$ cat src/rtl/id_ex_stage.sv
`default_nettype none
// ============================================================================
//  Module      : id_ex_stage
//  Description : Decode-to-execute pipeline register of a 5-stage RV32I core.
//                Captures register-file read data and decoded ID fields and
//                presents them to EX one cycle later. Detects load-use
//                hazards (one-cycle bubble), honours branch flush and
//                downstream hold, bypasses same-cycle writeback data onto
//                the operands, and keeps saturating stall/flush counters.
//
//  Ports
//    clk, rst_n                 clock, asynchronous active-low reset
//    id_*                       ID-stage instruction and decoded fields
//    rs1, rs2                   register-file read data
//    wb_RegWEn/wb_rd_add/wb_dataW  writeback port (also feeds the regfile)
//    ex_mem_read                instruction in EX is a load
//    flush                      taken branch/jump in EX; kill ID instruction
//    hold_ex                    downstream stall; freeze this register
//    stall_id                   combinational: IF/ID must hold this cycle
//    ex_*                       registered EX-stage fields
//    stall_cnt, flush_cnt       saturating performance counters
//
//  Revision    : 1.0  initial release
// ============================================================================
module id_ex_stage #(
    parameter int XLEN   = 32,
    parameter int CTRL_W = 16,
    parameter int CNT_W  = 32
) (
    input  logic              clk,
    input  logic              rst_n,

    // ID stage
    input  logic              id_valid,
    input  logic [XLEN-1:0]   id_pc,
    input  logic [4:0]        id_rs1_add,
    input  logic [4:0]        id_rs2_add,
    input  logic [4:0]        id_rd_add,
    input  logic              id_use_rs1,
    input  logic              id_use_rs2,
    input  logic [XLEN-1:0]   id_imm,
    input  logic [CTRL_W-1:0] id_ctrl,

    // Register-file read data
    input  logic [XLEN-1:0]   rs1,
    input  logic [XLEN-1:0]   rs2,

    // Writeback
    input  logic              wb_RegWEn,
    input  logic [4:0]        wb_rd_add,
    input  logic [XLEN-1:0]   wb_dataW,

    // Hazard / control
    input  logic              ex_mem_read,
    input  logic              flush,
    input  logic              hold_ex,
    output logic              stall_id,

    // EX stage
    output logic              ex_valid,
    output logic [XLEN-1:0]   ex_pc,
    output logic [XLEN-1:0]   ex_imm,
    output logic [XLEN-1:0]   ex_rs1_data,
    output logic [XLEN-1:0]   ex_rs2_data,
    output logic [4:0]        ex_rs1_add,
    output logic [4:0]        ex_rs2_add,
    output logic [4:0]        ex_rd_add,
    output logic [CTRL_W-1:0] ex_ctrl,

    // Performance counters
    output logic [CNT_W-1:0]  stall_cnt,
    output logic [CNT_W-1:0]  flush_cnt
);

    localparam logic [CNT_W-1:0]  c_CNT_MAX  = {CNT_W{1'b1}};
    localparam logic [CNT_W-1:0]  c_CNT_ONE  = {{(CNT_W-1){1'b0}}, 1'b1};
    localparam logic [CTRL_W-1:0] c_CTRL_NOP = '0;
    localparam logic [4:0]        c_X0       = 5'd0;

    // ------------------------------------------------------------------
    // Registered state
    // ------------------------------------------------------------------
    logic              r_valid;
    logic [XLEN-1:0]   r_pc;
    logic [XLEN-1:0]   r_imm;
    logic [XLEN-1:0]   r_op1;
    logic [XLEN-1:0]   r_op2;
    logic [4:0]        r_rs1_add;
    logic [4:0]        r_rs2_add;
    logic [4:0]        r_rd_add;
    logic [CTRL_W-1:0] r_ctrl;
    logic [CNT_W-1:0]  r_stall_cnt;
    logic [CNT_W-1:0]  r_flush_cnt;

    // ------------------------------------------------------------------
    // Combinational hazard detection
    // ------------------------------------------------------------------
    logic w_rs1_hit;
    logic w_rs2_hit;
    logic w_lu;
    logic w_stall_id;
    logic w_flush_evt;

    // A load in EX with a real destination that the ID instruction reads.
    assign w_rs1_hit = id_use_rs1 && (id_rs1_add == r_rd_add);
    assign w_rs2_hit = id_use_rs2 && (id_rs2_add == r_rd_add);
    assign w_lu      = r_valid && ex_mem_read && (r_rd_add != c_X0) &&
                       id_valid && (w_rs1_hit || w_rs2_hit);

    // Flush kills the ID instruction, so any stall request is moot.
    // Gating with rst_n keeps stall_id low while reset is held even if
    // hold_ex is asserted by downstream logic.
    assign w_stall_id  = rst_n && (w_lu || hold_ex) && !flush;

    // Only count flushes that actually kill something.
    assign w_flush_evt = flush && (id_valid || r_valid);

    // ------------------------------------------------------------------
    // Writeback bypass: the register file is written on the same edge
    // this register captures, so its read data is stale for wb_rd_add.
    // ------------------------------------------------------------------
    logic [XLEN-1:0] w_op1;
    logic [XLEN-1:0] w_op2;
    logic            w_byp1;
    logic            w_byp2;

    assign w_byp1 = wb_RegWEn && (wb_rd_add != c_X0) && (wb_rd_add == id_rs1_add);
    assign w_byp2 = wb_RegWEn && (wb_rd_add != c_X0) && (wb_rd_add == id_rs2_add);
    assign w_op1  = w_byp1 ? wb_dataW : rs1;
    assign w_op2  = w_byp2 ? wb_dataW : rs2;

    // ------------------------------------------------------------------
    // Pipeline register
    // Priority: flush > hold_ex > load-use bubble > capture.
    // On flush/bubble the data fields simply hold; only valid and ctrl
    // are forced so EX sees a clean NOP.
    // ------------------------------------------------------------------
    always_ff @(posedge clk or negedge rst_n) begin
        if (!rst_n) begin
            r_valid   <= 1'b0;
            r_pc      <= '0;
            r_imm     <= '0;
            r_op1     <= '0;
            r_op2     <= '0;
            r_rs1_add <= '0;
            r_rs2_add <= '0;
            r_rd_add  <= '0;
            r_ctrl    <= '0;
        end else if (flush) begin
            r_valid   <= 1'b0;
            r_ctrl    <= c_CTRL_NOP;
        end else if (hold_ex) begin
            r_valid   <= r_valid;
        end else if (w_lu) begin
            r_valid   <= 1'b0;
            r_ctrl    <= c_CTRL_NOP;
        end else begin
            r_valid   <= id_valid;
            r_pc      <= id_pc;
            r_imm     <= id_imm;
            r_op1     <= w_op1;
            r_op2     <= w_op2;
            r_rs1_add <= id_rs1_add;
            r_rs2_add <= id_rs2_add;
            r_rd_add  <= id_rd_add;
            r_ctrl    <= id_valid ? id_ctrl : c_CTRL_NOP;
        end
    end

    // ------------------------------------------------------------------
    // Saturating performance counters
    // ------------------------------------------------------------------
    always_ff @(posedge clk or negedge rst_n) begin
        if (!rst_n) begin
            r_stall_cnt <= '0;
            r_flush_cnt <= '0;
        end else begin
            if (w_stall_id && (r_stall_cnt != c_CNT_MAX)) begin
                r_stall_cnt <= r_stall_cnt + c_CNT_ONE;
            end
            if (w_flush_evt && (r_flush_cnt != c_CNT_MAX)) begin
                r_flush_cnt <= r_flush_cnt + c_CNT_ONE;
            end
        end
    end

    // ------------------------------------------------------------------
    // Outputs
    // ------------------------------------------------------------------
    assign stall_id    = w_stall_id;
    assign ex_valid    = r_valid;
    assign ex_pc       = r_pc;
    assign ex_imm      = r_imm;
    assign ex_rs1_data = r_op1;
    assign ex_rs2_data = r_op2;
    assign ex_rs1_add  = r_rs1_add;
    assign ex_rs2_add  = r_rs2_add;
    assign ex_rd_add   = r_rd_add;
    assign ex_ctrl     = r_ctrl;
    assign stall_cnt   = r_stall_cnt;
    assign flush_cnt   = r_flush_cnt;

endmodule
`default_nettype wire

$ cat config.mk
export PLATFORM = sky130hd
export DESIGN_NAME = id_ex_stage
export DESIGN_NICKNAME = d
export VERILOG_FILES = /design/src/rtl/id_ex_stage.sv
export SDC_FILE = /design/constraint.sdc
export NUM_CORES = 1
export LEC_CHECK = 0
export BUFFER_PORTS_ARGS = -buffer_cell sky130_fd_sc_hd__clkbuf_2
export CORE_AREA = 2 2 168 170
export DETAILED_ROUTE_END_ITERATION = 6
export DIE_AREA = 0 0 170 172
export PLACE_DENSITY_LB_ADDON = 0.05
export SYNTH_ARGS = -nofsm -noshare
export SYNTH_HDL_FRONTEND = slang
export SYNTH_SLANG_ARGS = --single-unit
$ cat constraint.sdc
create_clock -name clk -period 4.6 [get_ports clk]
set_input_delay 0.92 -clock clk [delete_from_list [all_inputs] [get_ports clk]]
set_output_delay 0.92 -clock clk [all_outputs]
set_load 0.02 [all_outputs]
==> impl_metrics.csv <==
group,metric,value,unit
sta,fin_skew,10.2,ps
yosys,syn_avg_cell_area,12.0,um^2
clocking,clkSlewWorstSetupHoldPaths,60,ps
critical_path,crit_buf_inv,2,
floorplan,dieArea,0.0292,mm^2
critical_path,max_stage_delay,330,ps
critical_path,critPathRequiredTime,3680,ps
pwr,irDropWorstVdd,0.272,mV
yosys,async_flop_share,1.00,
min_path,hp-class,"input port to asynchronous set/reset pin",
placement,dp_slack,1520,ps
sta,drv_slew,0,
finish,drive_gt1_frac,0.454,
finish,diodes,0,
floorplan,boundaryPins,430,
critical_path,crit_fanout,55,
detailed_routing,vias,7692,
placement,placedInstanceArea,0.0122,mm^2
detailed_routing,ant_nets,0,
yosys,ys_seq_area_frac,0.576,
finish,final_cells,1606,
sta,layout_min_cycle_time,3050,ps
placement,gp_congestion,0.757,
detailed_routing,drt-total-wl,30.4,mm
finish,fin_util,0.477,
finish,fill_cells,2643,
placement,placed_cells,1558,
yosys,synthCells,810,
placement,place_hpwl,23.1,mm
placement,port_buffers,429,
clocking,ctsResizeCount,0,
sta,hold_violations,0,
clocking,cts_made_buffers,26,
finish,multi_input_area,0.00393,mm^2
global_route,antenna_found_initial,1,
sta,worst_pin_slew,934,ps
detailed_routing,post-route-drc-count,0,
clocking,hold_buffers,0,
yosys,synth_cell_types,40,
critical_path,endpoint_kind,"output port",
floorplan,coreArea,0.0275,mm^2
yosys,synth_ff_type,"dfrtp_1",
detailed_routing,avgRoutedWirePerCell,18.9,um
global_route,grt_max_degree,151,
global_route,grt_pass1_vias,7840,
clocking,cts-root-buf,"clkbuf_16",
clocking,clock_latency,520,ps
sta,max_freq,328,MHz
critical_path,crit_family,"buffers and inverters",
finish,area_delta_synth_final,34.7,%
yosys,syn_nets,1017,
sta,timing.hold.ws,303,ps
global_route,grt_overflow,0,
detailed_routing,via_per_inst,4.79,
clocking,htree_levels,1,
yosys,netlist_area,0.00973,mm^2
yosys,yosys_register_bits,224,
finish,layout.area.seq,0.00561,mm^2
clocking,cts.sinks,224,
floorplan,die_w,170,um
flow_run,drv_cap,0,
outcome,status,"completed",
clocking,cts_tree,"yes",
sta,rsz0062_at_grt,"false",
sta,setup_tns,0,ps
sta,setup_viol,0,
detailed_routing,drt_iter0_markers,325,
clocking,clockBufferDepth,3,
pwr,power_density,420,mW/mm^2
pwr,p_leak,6.38,nW
global_route,grt_first_pass_wirelength,46.0,mm
critical_path,startpoint_type,"input port",
sta,relSlewSlack,0.377,
detailed_routing,dr.pass1.iters,5,
sta,fin_crit_sh,0.662,
pwr,power.total,5.51,mW
critical_path,path_cells,"buf_8, nor2b_1, o21a_1, and2_1, clkbuf_2",
finish,fin_nets,1447,
yosys,synth_warnings,0,
sta,fin_ws,1550,ps
critical_path,crit_slowest_cell,"buf_8",
critical_path,timing_worst_setup_path_type,"input port to output port",
yosys,synth-edff-count,0,
clocking,cts_setup_buffers,0,
global_route,grt_util_all_layers,0.203,
floorplan,initial_core_util,0.354,
finish,fin_area,0.0131,mm^2
floorplan,row_count,61,
floorplan,die_h,172,um
critical_path,cp.arrival,2130,ps
==> placed cells by master, fill, tap and decap left out, drive strengths merged, types with 5 or more instances in the layout <==
cell and n:
nor3 23, nand4 18, mux2i 65, and3 9, a21oi 69, nor2 90, nand2 32, xor2 37
inv 10, mux2 82, and4 5, nor4 9, clkbuf 467, nand3 20, a22o 16, dfrtp 224
buf 10, clkinv 8, xnor2 42
==> cell type report <==
class                      instances  area share
clock buffer                      39      0.0603
timing repair buffer             438       0.171
tap                              346      0.0330
multi-input combinational        539       0.300
inverter                          11     0.00324
clock inverter                     9     0.00582
sequential                       224       0.427
==> cells in the mapped netlist, types with 6 or more instances <==
library cell	n	area share
mux2i_1	65	0.067
mux2_2	82	0.095
nand4_1	16	0.010
xnor2_1	42	0.038
nand2_1	32	0.012
nor2_1	90	0.035
a21oi_1	69	0.035
a22o_1	16	0.014
xor2_1	37	0.033
dfrtp_1	224	0.58
nand3_1	20	0.010
buf_2	31	0.016
nor4_1	6	0.0039
nor3_1	22	0.011
inv_1	10	0.0039
and3_1	8	0.0051
==> state kept, by name, summed over array words and instances, names as in the netlist <==
name / count
ex_rs1_data: 32
stall_cnt: 32
ex_rs2_add: 5
ex_rd_add: 5
ex_rs2_data: 32
flush_cnt: 32
ex_rs1_add: 5
ex_valid: 1
ex_ctrl: 16
ex_pc: 32
ex_imm: 32
==> worst paths after layout <==
path | endpoint | startpoint | cells after the start | slack, ps
worst max register to register | stall_cnt[1] | stall_cnt[0] | 7 | 1960
min in group clk | flush_cnt[12] | flush_cnt[12] | 1 | 490
worst min register to register | flush_cnt[12] | flush_cnt[12] | 1 | 490
max in group asynchronous | ex_rs1_add[0] | rst_n | 2 | 2950
worst min-delay path | flush_cnt[31] | rst_n | 1 | 300
worst max-delay path | stall_id | rst_n | 5 | 1550
==> power by group <==
group / internal, mW / total (mW) / switching, mW / leakage, nW
logic: 0.415 / 1.07 / 0.660 / 3.25
registers: 2.20 / 2.37 / 0.176 / 2.70
clock network: 1.24 / 2.06 / 0.823 / 0.431
total: 3.85 / 5.51 / 1.66 / 6.38
==> cells by family (layout without fill, tap and decap cells) <==
group                    count (synthesis)  after routing  synth area share
buffers and inverters                   47            497            0.0238
AO/OA/AOI/OAI                           93             93            0.0553
multiplexers                           147            147             0.162
AND/OR/NAND/NOR                        218            218             0.110
adder cells (fa/ha/maj)                  2              2           0.00257
XOR/XNOR                                79             79            0.0711
flip-flops                             224            224             0.576
==> per-layer routing <==
metal / up-vias / track usage / share of wire
met5: - / 0 / 0.00053
met4: 2 / 0.0546 / 0.025
met3: 46 / 0.0657 / 0.088
met2: 289 / 0.352 / 0.48
met1: 3663 / 0.243 / 0.40
li1: 3692 / - / -
No activity file was read; power rests on OpenSTA's default activity.
